File: src/rtl/fifo_wr_arbiter_if.sv
// Requester handshake and FIFO write-side signals of fifo_wr_arbiter.
// master = arbiter side, slave = requesters plus FIFO.
interface fifo_wr_arbiter_if #(
  parameter int NUM_REQ    = 4,
  parameter int DATA_WIDTH = 16,
  parameter int CNT_WIDTH  = 8
);
  localparam int IDW = (NUM_REQ > 1) ? $clog2(NUM_REQ) : 1;

  logic [NUM_REQ-1:0]            req_valid;
  logic [NUM_REQ*DATA_WIDTH-1:0] req_data;
  logic [NUM_REQ-1:0]            req_grant;
  logic [IDW-1:0]                grant_id;
  logic                          fifo_wr_en;
  logic [DATA_WIDTH-1:0]         fifo_data_in;
  logic                          fifo_full;
  logic                          fifo_wr_ack;
  logic                          fifo_overflow;
  logic                          busy;
  logic [CNT_WIDTH-1:0]          drop_count;

  modport master (
    input  req_valid, req_data, fifo_full, fifo_wr_ack, fifo_overflow,
    output req_grant, grant_id, fifo_wr_en, fifo_data_in, busy, drop_count
  );

  modport slave (
    output req_valid, req_data, fifo_full, fifo_wr_ack, fifo_overflow,
    input  req_grant, grant_id, fifo_wr_en, fifo_data_in, busy, drop_count
  );
endinterface

File: src/rtl/fifo_wr_arbiter.sv
// Round-robin arbiter sharing one FIFO write port among NUM_REQ requesters.
// Macro FIFO_WR_ARB_RETRY_EN: a failed write is reissued instead of being dropped and counted.
module fifo_wr_arbiter #(
  parameter int NUM_REQ    = 4,
  parameter int DATA_WIDTH = 16,
  parameter int CNT_WIDTH  = 8
) (
  input logic               clk,
  input logic               rst,
  fifo_wr_arbiter_if.master bus
);
  localparam int IDW = (NUM_REQ > 1) ? $clog2(NUM_REQ) : 1;

  typedef enum logic [1:0] {IDLE, ISSUE, WAIT} state_t;

  state_t                r_state,    w_state_nx;
  logic [IDW-1:0]        r_rr_ptr,   w_rr_nx;
  logic [IDW-1:0]        r_grant_id, w_grant_id_nx;
  logic [NUM_REQ-1:0]    r_grant,    w_grant_nx;
  logic                  r_wr_en,    w_wr_en_nx;
  logic [DATA_WIDTH-1:0] r_data,     w_data_nx;
  logic [CNT_WIDTH-1:0]  r_drop,     w_drop_nx;
`ifdef FIFO_WR_ARB_RETRY_EN
  logic                  r_retry,    w_retry_nx;
`endif

  logic [DATA_WIDTH-1:0] w_words [NUM_REQ];
  logic [IDW:0]          w_sum;
  logic [IDW-1:0]        w_sel;
  logic [IDW-1:0]        w_next_id;
  logic                  w_any;

  always_comb begin
    for (int i = 0; i < NUM_REQ; i++) begin
      w_words[i] = bus.req_data[i*DATA_WIDTH +: DATA_WIDTH];
    end
  end

  // Scan from the highest offset down so the lowest offset from rr_ptr wins.
  always_comb begin
    w_any = 1'b0;
    w_sel = '0;
    w_sum = '0;
    for (int k = NUM_REQ - 1; k >= 0; k--) begin
      w_sum = {1'b0, r_rr_ptr} + (IDW+1)'(k);
      if (w_sum >= (IDW+1)'(NUM_REQ)) w_sum = w_sum - (IDW+1)'(NUM_REQ);
      if (bus.req_valid[w_sum[IDW-1:0]]) begin
        w_any = 1'b1;
        w_sel = w_sum[IDW-1:0];
      end
    end
  end

  assign w_next_id = (r_grant_id == IDW'(NUM_REQ - 1)) ? '0 : r_grant_id + 1'b1;

  always_comb begin
    w_state_nx    = r_state;
    w_rr_nx       = r_rr_ptr;
    w_grant_id_nx = r_grant_id;
    w_grant_nx    = '0;
    w_wr_en_nx    = 1'b0;
    w_data_nx     = r_data;
    w_drop_nx     = r_drop;
`ifdef FIFO_WR_ARB_RETRY_EN
    w_retry_nx    = r_retry;
`endif
    case (r_state)
      IDLE: begin
`ifdef FIFO_WR_ARB_RETRY_EN
        if (r_retry) begin
          // A pending retry owns the port; new requests wait until it succeeds.
          if (!bus.fifo_full) begin
            w_wr_en_nx = 1'b1;
            w_state_nx = ISSUE;
          end
        end else
`endif
        if (w_any && !bus.fifo_full) begin
          w_grant_nx[w_sel] = 1'b1;
          w_grant_id_nx     = w_sel;
          w_data_nx         = w_words[w_sel];
          w_wr_en_nx        = 1'b1;
          w_state_nx        = ISSUE;
        end
      end
      ISSUE: w_state_nx = WAIT;
      WAIT: begin
        w_state_nx = IDLE;
        if (bus.fifo_wr_ack) begin
          w_rr_nx = w_next_id;
`ifdef FIFO_WR_ARB_RETRY_EN
          w_retry_nx = 1'b0;
`endif
        end else begin
`ifdef FIFO_WR_ARB_RETRY_EN
          w_retry_nx = 1'b1;
`else
          w_rr_nx = w_next_id;
          if (r_drop != '1) w_drop_nx = r_drop + 1'b1;
`endif
        end
      end
      default: w_state_nx = IDLE;
    endcase
  end

  always_ff @(posedge clk or posedge rst) begin
    if (rst) begin
      r_state    <= IDLE;
      r_rr_ptr   <= '0;
      r_grant_id <= '0;
      r_grant    <= '0;
      r_wr_en    <= 1'b0;
      r_data     <= '0;
      r_drop     <= '0;
`ifdef FIFO_WR_ARB_RETRY_EN
      r_retry    <= 1'b0;
`endif
    end else begin
      r_state    <= w_state_nx;
      r_rr_ptr   <= w_rr_nx;
      r_grant_id <= w_grant_id_nx;
      r_grant    <= w_grant_nx;
      r_wr_en    <= w_wr_en_nx;
      r_data     <= w_data_nx;
      r_drop     <= w_drop_nx;
`ifdef FIFO_WR_ARB_RETRY_EN
      r_retry    <= w_retry_nx;
`endif
    end
  end

  assign bus.req_grant    = r_grant;
  assign bus.grant_id     = r_grant_id;
  assign bus.fifo_wr_en   = r_wr_en;
  assign bus.fifo_data_in = r_data;
  assign bus.busy         = (r_state != IDLE);
  assign bus.drop_count   = r_drop;

  // Both flags together is a FIFO fault; the logic above treats it as success.
  a_ack_ovf_exclusive: assert property (@(posedge clk) disable iff (rst)
    !(r_state == WAIT && bus.fifo_wr_ack && bus.fifo_overflow))
    else $error("fifo_wr_arbiter: wr_ack and overflow asserted together");
endmodule

File: src/flat_wrapper.sv
// flat-port wrapper written by rule: the top's interface ports become plain ports
module fifo_wr_arbiter_flat 
#(
  parameter int NUM_REQ    = 4,
  parameter int DATA_WIDTH = 16,
  parameter int CNT_WIDTH  = 8
)
  (clk, rst, bus_req_valid, bus_req_data, bus_fifo_full, bus_fifo_wr_ack, bus_fifo_overflow, bus_req_grant, bus_grant_id, bus_fifo_wr_en, bus_fifo_data_in, bus_busy, bus_drop_count);
  fifo_wr_arbiter_if #(.NUM_REQ(NUM_REQ), .DATA_WIDTH(DATA_WIDTH), .CNT_WIDTH(CNT_WIDTH)) bus_i ();
  input logic clk;
  input logic rst;
  input wire logic [$bits(bus_i.req_valid)-1:0] bus_req_valid;
  input wire logic [$bits(bus_i.req_data)-1:0] bus_req_data;
  input wire logic [$bits(bus_i.fifo_full)-1:0] bus_fifo_full;
  input wire logic [$bits(bus_i.fifo_wr_ack)-1:0] bus_fifo_wr_ack;
  input wire logic [$bits(bus_i.fifo_overflow)-1:0] bus_fifo_overflow;
  output wire logic [$bits(bus_i.req_grant)-1:0] bus_req_grant;
  output wire logic [$bits(bus_i.grant_id)-1:0] bus_grant_id;
  output wire logic [$bits(bus_i.fifo_wr_en)-1:0] bus_fifo_wr_en;
  output wire logic [$bits(bus_i.fifo_data_in)-1:0] bus_fifo_data_in;
  output wire logic [$bits(bus_i.busy)-1:0] bus_busy;
  output wire logic [$bits(bus_i.drop_count)-1:0] bus_drop_count;
  assign bus_i.req_valid = bus_req_valid;
  assign bus_i.req_data = bus_req_data;
  assign bus_i.fifo_full = bus_fifo_full;
  assign bus_i.fifo_wr_ack = bus_fifo_wr_ack;
  assign bus_i.fifo_overflow = bus_fifo_overflow;
  assign bus_req_grant = bus_i.req_grant;
  assign bus_grant_id = bus_i.grant_id;
  assign bus_fifo_wr_en = bus_i.fifo_wr_en;
  assign bus_fifo_data_in = bus_i.fifo_data_in;
  assign bus_busy = bus_i.busy;
  assign bus_drop_count = bus_i.drop_count;
  fifo_wr_arbiter #(.NUM_REQ(NUM_REQ), .DATA_WIDTH(DATA_WIDTH), .CNT_WIDTH(CNT_WIDTH)) u_core (.clk(clk), .rst(rst), .bus(bus_i));
endmodule
File: config.mk
export PLATFORM = sky130hd
export DESIGN_NAME = fifo_wr_arbiter_flat
export DESIGN_NICKNAME = d
export VERILOG_FILES = /design/src/rtl/fifo_wr_arbiter_if.sv /design/src/rtl/fifo_wr_arbiter.sv /design/src/flat_wrapper.sv
export SDC_FILE = /design/constraint.sdc
export NUM_CORES = 1
export LEC_CHECK = 0
export BUFFER_PORTS_ARGS = -buffer_cell sky130_fd_sc_hd__buf_2
export CAP_MARGIN = 15
export CORE_MARGIN = 10
export CORE_UTILIZATION = 35
export DETAILED_ROUTE_END_ITERATION = 10
export HOLD_SLACK_MARGIN = 0.03
export PLACE_DENSITY = 0.62
export SETUP_SLACK_MARGIN = 0.05
export SYNTH_ARGS = -nofsm -noshare
export SYNTH_HDL_FRONTEND = slang
export SYNTH_SLANG_ARGS = --single-unit
export TNS_END_PERCENT = 20
File: constraint.sdc
create_clock -name clk -period 2.82 [get_ports clk]
set_clock_uncertainty 0.2 [all_clocks]
set_input_delay 0.282 -clock clk [delete_from_list [all_inputs] [get_ports clk]]
set_output_delay 0.282 -clock clk [all_outputs]
set_load 0.01 [all_outputs]
-- Word-level counts from Yosys, hierarchy flattened
Index checks and enable logic that the tools add are counted.
- register bits: 35
- input bits: 73
- output and inout bits: 32
- $add $sub $neg: 9
- order comparisons: 11
- eq/ne operators: 5
- muxes and demuxes: 32
- bitwise gates (word level): 2
- reduce and logical (&&, ||, !) cells: 7
- operator list (operator ; number):
    $bmux 16 s2 ; 1
    $mux 16 ; 2
    $mux 2 ; 10
    $lt 2x3->1 const B ; 5
    $ge 3x3->1 const B ; 4
    $mux 1 ; 11
    $add 8x1->8 const B ; 1
    $bmux 1 s2 ; 4
    $mux 4 ; 2
    $ne 8x8->1 const B ; 1
    $sub 2x1->2 const B ; 4
    $add 2x2->3 const B ; 2
    $eq 2x2->1 const B ; 2
    $pmux 2 s2 ; 1
    $add 2x1->3 const B ; 1
    $ge 2x3->1 const B ; 1
    $not 2->3 ; 1
    $reduce_and 3->1 ; 1
    $add 2x1->2 const B ; 1
    $demux 1 s2 ; 1
    $eq 2x1->1 const B ; 1
    $ge 2x1->1 const B ; 1
    $logic_and 1x1->1 ; 2
    $logic_not 2->1 ; 1
    5 further kinds ; 5

-- Depth between registers and ports, before layout
Gate-level depths: netlist (run 1).
- depth after elaboration: 15
- mapped depth: 8
- depth with buffers taken out: 6

-- Worst setup path before layout (run 1)
No wires, ideal clock.
- kind: flip-flop to flip-flop
- from: register u_core.r_state[0]
- to: register u_core.r_data[0], in the netlist u_core.bus.fifo_data_in[0]
- arrival time: 1629 ps
- data required time: 2486 ps
- slack: 857 ps
- cell stages (with the launch flop): 7
- path buffers: 2
- cell sequence: dfrtp_1 > or2_1 > or3_1 > buf_2 > clkbuf_1 > a2111oi_2 > a311oi_1
- cells in the longest elaborated chain, start to end: 2
- RTL lines (element ; line ; text):
    from (decl) ; fifo_wr_arbiter.sv:16 ; state_t r_state, w_state_nx;
    from (signal assigned) ; fifo_wr_arbiter.sv:120 ; r_state <= w_state_nx;
    $logic_not 2->1 ; fifo_wr_arbiter.sv:67 ; case (r_state)
    $reduce_and 2->1 (no source line) ; -- ;
    to (signal assigned) ; fifo_wr_arbiter.sv:125 ; r_data <= w_data_nx;
    to (decl) ; fifo_wr_arbiter.sv:21 ; logic [DATA_WIDTH-1:0] r_data, w_data_nx;
Every way passes these cells.
A chain may end at the register's enable or synchronous reset.

-- Worst setup path in the final report (run 1)
- from: register u_core.r_rr_ptr[1]
- to: register u_core.r_data[11], in the netlist u_core.bus.fifo_data_in[11]
- cells in the longest elaborated chain, start to end: 13
- elaborated cells on any way between the ends: 37
- RTL lines (element ; line ; text):
    from (decl) ; fifo_wr_arbiter.sv:17 ; logic [IDW-1:0] r_rr_ptr, w_rr_nx;
    from (signal assigned) ; fifo_wr_arbiter.sv:121 ; r_rr_ptr <= w_rr_nx;
    $add 2x2->3 ; fifo_wr_arbiter.sv:45 ; w_sum = {1'b0, r_rr_ptr} + (IDW+1)'(k);
    $ge 3x3->1 / $sub 2x1->2 (equally long branches) ; fifo_wr_arbiter.sv:46 ; if (w_sum >= (IDW+1)'(NUM_REQ)) w_sum = w_sum - (IDW+1)'(NUM_REQ);
    $mux 2 ; fifo_wr_arbiter.sv:46 ;
    $bmux 1 s2 ; fifo_wr_arbiter.sv:47 ; if (bus.req_valid[w_sum[IDW-1:0]]) begin
    $mux 1 (implied by the code) ; fifo_wr_arbiter.sv:47 ;
    $mux 2 (4 in series) ; fifo_wr_arbiter.sv:47 ;
    $not 2->3 (implied by the code) ; fifo_wr_arbiter.sv:81 ; w_data_nx = w_words[w_sel];
    $bmux 16 s2 ; fifo_wr_arbiter.sv:81 ;
    $mux 16 (implied by the code) (2 in series) ; fifo_wr_arbiter.sv:81 ;
Several ways; a longest one is shown, not always the timed one. The select of a mux whose other input is x is not followed.

==> metrics, run 1 <==
status finished clean; die width 96.7 um; Fill cells 572; Slew @ Worst Pin 0.682 ns; most common cell after layout, fill and taps aside buf_2; RePlAce Congestion 0.748; synth unique cells 41; biggest area consumer among synthesized cells dfrtp_1; Starting Density 36.7%; Worst EP required 2.80 ns; Post-CTS Setup Repair Bufs 0; htree depth 2; Slew Limit Fails 0; Arr. time, crit path 2.34 ns; maximum clock path buffer count 2; Post-DP HPWL 4910 um; Combinational Power Share 45.4%; first-pass GRT wire length 10600 um; crit path time final 2.36 ns; Clock Power Share 17.1%; Clock Pin Slew Worst Setup and Hold Paths 0.07 ns; vias in the first global route 1953; vias per inst 5.06; sequential fraction of the synthesis area 42.6%; TritonCTS buffer count 5; Worst-Skew Late Latency 0.28 ns; CTS tree done; Crit-path slowest cell and2_4; Diodes inserted 0; total power 0.00217 W; crit path cell chain a21boi_2 > a2bb2oi_4 > and2_4 > a2111oi_0 > a311oi_1; Lkg Pwr 1.26 nW; DR pass1 iterations 4; Critical Path Source Type flop; most frequent cells in the layout buf_2 (103), nand2_1 (39), dfrtp_1 (35); Net Switching 0.000905 W; Ys Warns 0; First DRT Iteration DRCs 55; Crit path max-delay family compound AO/OA/AOI/OAI gates; initial antenna violation count 1; PnR worst setup slack 0.461 ns; synth top area cells dfrtp_1 (43%), a2111oi_2 (8.0%), nand2_1 (7.1%); Syn Nets 276; EDFF count, synth 0; Root Driver clkbuf_8; Max Fclk 424 MHz; placed inst area 2580 um2; fin crit share 83.7%; Area Growth Syn to Fin 29.9%; share of the synthesized area in the top cell type 42.6%; hold path startpoint bus_req_data[0]; Total GRT Usage 13.8%; register share of total power 37.5%; Setup WS pre-CTS 0.506 ns; Worst R2R Setup Slack 0.46 ns; Final Hold Viols 0; Post-route DRC 0; Routed WL per cell 17.7 um; syn_area_per_cell 10.2 um2; Mapped Cells 201; boundary pin count 105; crit path capture type flop; Detail Route Antenna Nets 0; crit path kind flop to flop; CP Max Fanout 34; DR vias 1884; Netlist Area Pre-Place 2060 um2; RSZ-0062 raised after global routing no; hold path cells 3; Hold Crit Class primary input to flop; fin cells 372; #FFs+latches synth 35; end of the worst register-to-register path u_core.bus.fifo_data_in[11]; gr ovfl total 0; Sink Count 35; Setup violations, final 0; cell internal pwr 0.00126 W; Reg-to-Reg Start u_core.r_rr_ptr[1]; Die Ht 96.7 um; maximum VDD drop 333 uV; PD cells 811 nW/um2; pin count of the biggest net entering global routing 35; Core Region 5610 um2; Nets 375; Slew HR 54.5%; final instance area 2670 um2; fraction of layout cells with a size suffix above 1 45.3%; Max Cap Violations 0; die area 9350 um2; switching portion of total power 41.7%; Hold EP u_core.bus.fifo_data_in[0]; total negative slack 0 ns; CP max stage delay 0.52 ns; Total Wirelength 6580 um; PortBufs 103; Placed Cells 364; path depth of the worst reg2reg path 5; floorplan row count 27; FFs w/ async S/R, synth 100%; CP Buf/Inv Count 0; ys flop type dfrtp_1
==> Yosys cell counts, drive strengths merged (2+ instances only) <==
cell type / count
nand2: 40
dfrtp: 35
nor2: 19
a21boi: 17
a311oi: 17
a2111oi: 16
buf: 12
and2: 4
clkbuf: 4
inv: 4
xnor2: 4
mux2: 3
nand4: 3
xor2: 3
a21oi: 2
and3: 2
ha: 2
nor3: 2
o21ai: 2
==> area by class of cell <==
class / instances / area [um2] / area share [%]
multi-input cells: 146 / 1050 / 39.3
flip-flops and latches: 35 / 876 / 32.8
repair buffers: 108 / 556 / 20.8
well taps: 72 / 90.1 / 3.37
clock buffers: 6 / 82.6 / 3.09
inverters: 4 / 15.0 / 0.562
clock inverters: 1 / 5.00 / 0.187
==> repair_timing <==
item | 4_1_cts | 5_1_grt
resized for setup | 0 | 0
hold buffers | 1 | 0
endpoints found under the hold margin | 13 | 0
==> worst register-to-register path: cells and delay by family, from the launching register on <==
family          cells  cell delay, ns
compound gates      4            1.08
simple gates        1            0.52
flops               1            0.46
==> per-stage QoR <==
stage,hold slack (ns),utilization (%)
after floorplan,0.218,-
after global placement,0.155,45.9
after detailed placement,0.166,45.9
after CTS,0.0383,47.7
after global routing,0.0474,47.7
final,0.0451,47.7
==> how the worst max path moves through the flow <==
stage / start / end / slack, ns / cells past startpoint
6_report: u_core.r_rr_ptr[1] / u_core.bus.fifo_data_in[11] / 0.46 / 5
5_1_grt: u_core.r_rr_ptr[1] / u_core.bus.fifo_data_in[11] / 0.26 / 5
2_1_floorplan: u_core.r_state[0] / u_core.bus.fifo_data_in[0] / 0.86 / 6
4_1_cts: u_core.r_rr_ptr[1] / u_core.bus.fifo_data_in[11] / 0.44 / 5
3_3_place_gp: u_core.r_rr_ptr[1] / u_core.bus.fifo_data_in[11] / 0.48 / 5
3_5_place_dp: u_core.r_rr_ptr[1] / u_core.bus.fifo_data_in[15] / 0.51 / 5
==> cells by family (layout without fill, tap and decap cells) <==
| family | Yosys count | after routing | share of synthesized area (%) |
|---|---|---|---|
| flip-flops | 35 | 35 | 42.6 |
| AND/OR/NAND/NOR | 76 | 76 | 16.4 |
| AO/OA/AOI/OAI | 58 | 58 | 28.3 |
| multiplexers | 3 | 3 | 1.82 |
| buffers and inverters | 20 | 119 | 6.75 |
| XOR/XNOR | 7 | 7 | 2.98 |
| adder cells (fa/ha/maj) | 2 | 2 | 1.22 |
==> per-layer routing <==
layer,vias to the layer above,track usage (%),part of all wire [%]
met2,54,23.3,52
met3,5,3.90,4.5
met4,0,3.38,1.1
met1,892,16.8,43
met5,-,0,0
li1,933,-,-
==> sequential cells by signal, summed over array words and instances, names as in the netlist <==
| register | flops |
|---|---|
| u_core.bus.fifo_wr_en | 1 |
| u_core.bus.fifo_data_in | 16 |
| u_core.bus.grant_id | 2 |
| u_core.bus.req_grant | 4 |
| u_core.bus.drop_count | 8 |
| u_core.r_state | 2 |
| u_core.r_rr_ptr | 2 |
==> power by group through the flow <==
stage / clock network (W) / registers (W) / logic (W)
2_1_floorplan: 0 / 0.000886 / 0.000602
3_3_place_gp: 0 / 0.000815 / 0.000997
3_5_place_dp: 0 / 0.000823 / 0.00101
4_1_cts: 0.000380 / 0.000814 / 0.00101
5_1_grt: 0.000403 / 0.000842 / 0.00110
6_report: 0.000371 / 0.000813 / 0.000985
Power figures use the tool's default switching activity.
==> run 2: changes to the inputs <==
Settings changed: PLACE_DENSITY 0.62 to 0.65.
Clock period 2.82 ns to 2.13 ns, I/O delays scaled along.
==> run 2 against run 1 <==
Net effect: hold slack improved by 0.065 ns; critical path depth is 1 higher; cell area increased by 21%; sequential power rose by 30%; critical endpoint is now u_core.bus.fifo_data_in[14]; register-to-register slack got worse by 0.36 ns; wire length grew 10%; non-clock buffer count is 47 higher; clock power is 67% higher; via count is 13% higher.
==> metrics, run 2 (synthesis gave the netlist of run 1 again) <==
status finished clean; die width 96.7 um; Crit-path slowest cell dfrtp_2; boundary pin count 105; Post-route DRC 0; crit path time final 2.03 ns; maximum VDD drop 494 uV; Setup violations, final 0; crit path cell chain mux2_4 > nand2_8 > and2_4 > buf_4 > a2111oi_0 > a311oi_1; Arr. time, crit path 1.97 ns; Total Wirelength 7230 um; Slew Limit Fails 0; Slew @ Worst Pin 0.454 ns; Die Ht 96.7 um; maximum clock path buffer count 2; vias per inst 5.03; Clock Pin Slew Worst Setup and Hold Paths 0.07 ns; floorplan row count 27; RSZ-0062 raised after global routing yes; crit path kind flop to flop; Max Fclk 493 MHz; most frequent cells in the layout buf_2 (103), nand2_1 (39), dfrtp_1 (34); post-layout util 57.5%; Worst R2R Setup Slack 0.1 ns; crit path capture type flop; Root Driver clkbuf_8; Fill cells 504; Total GRT Usage 14.9%; Routed WL per cell 17.1 um; Worst EP required 2.07 ns; Final Hold Viols 0; Starting Density 36.7%; total power 0.00329 W; DR vias 2121; Area Growth Syn to Fin 56.7%; vias in the first global route 2254; htree depth 2; Nets 422; fin cells 422; Hold Crit Class primary input to flop; initial antenna violation count 2; CTS tree done; max reg flops 16; CP max stage delay 0.46 ns; Max Cap Violations 0; Lkg Pwr 1.49 nW; Critical Path Source Type flop; fin crit share 95.3%; Placed Cells 376; PortBufs 103; CP Max Fanout 18; Worst-Skew Late Latency 0.28 ns; DR pass1 iterations 4; die area 9350 um2; total negative slack 0 ns; pin count of the biggest net entering global routing 36; Detail Route Antenna Nets 0; final hold slack 0.110 ns; Slew HR 69.7%; Sink Count 35; first-pass GRT wire length 11700 um; PD cells 1020 nW/um2; gr ovfl total 0; Core Region 5610 um2; First DRT Iteration DRCs 78; fraction of layout cells with a size suffix above 1 45.1%; TritonCTS buffer count 5; Post-DP HPWL 5170 um; RePlAce Congestion 0.802; most common cell after layout, fill and taps aside buf_2
[run 2: layout make-up]
cell class / count / area [um2] / area share, %
Multi-Input combinational cell: 146 / 1090 / 33.9
Antenna cell: 2 / 5.00 / 0.155
Inverter: 4 / 15.0 / 0.466
Clock buffer: 6 / 82.6 / 2.56
Tap cell: 72 / 90.1 / 2.79
Sequential cell: 35 / 877 / 27.2
Timing Repair Buffer: 155 / 1030 / 31.8
Clock inverter: 2 / 35.0 / 1.09
[run 2: worst max-delay path: cells and delay by family (launching register included)]
family          cells  cell delay (ns)
compound gates      2             0.52
simple gates        2             0.32
buf+inv             1             0.14
mux                 1             0.25
flops               1             0.46
[run 2: worst paths after layout]
check / startpoint / endpoint / cells after the start
worst max-delay path: u_core.r_rr_ptr[1] / u_core.bus.fifo_data_in[14] / 6
worst min-delay path: bus_req_data[58] / u_core.bus.fifo_data_in[10] / 3
worst max register to register: u_core.r_rr_ptr[1] / u_core.bus.fifo_data_in[14] / 6
worst min register to register: u_core.r_state[1] / u_core.r_state[1] / 1
max in group asynchronous: rst / u_core.r_rr_ptr[1] / 4
min in group asynchronous: rst / u_core.bus.drop_count[0] / 4
[run 2: per-stage QoR]
| stage | cell area [um2] | worst slack, ns |
|---|---|---|
| finish | 3220 | 0.0998 |
| global route | 3220 | 0.0284 |
| detailed placement | 2700 | 0.0722 |
| global placement | 2700 | 0.107 |
| CTS | 3150 | 0.0609 |
| floorplan | 2060 | 0.167 |
[run 2: timing repair]
item                                   4_1_cts  5_1_grt
endpoints found under the hold margin       51        0
gates resized for setup                      0       10
setup endpoints to repair                    0       18
hold buffers                                33        0
setup buffers                                0        3
[run 2: where the power goes]
part           leakage [nW]  internal [W]  total, W  switching (W)
Combinational          1.00      0.000722   0.00161       0.000888
Clock                0.0612      0.000379  0.000618       0.000240
Sequential            0.424      0.000906   0.00106       0.000157
Total                  1.49       0.00201   0.00329        0.00128
[run 2: metal layers]
layer	GRT usage (%)	routed length, um
met3	4.33	369
met4	6.88	191
met2	25.6	3800
met5	0	0
met1	16.4	2870
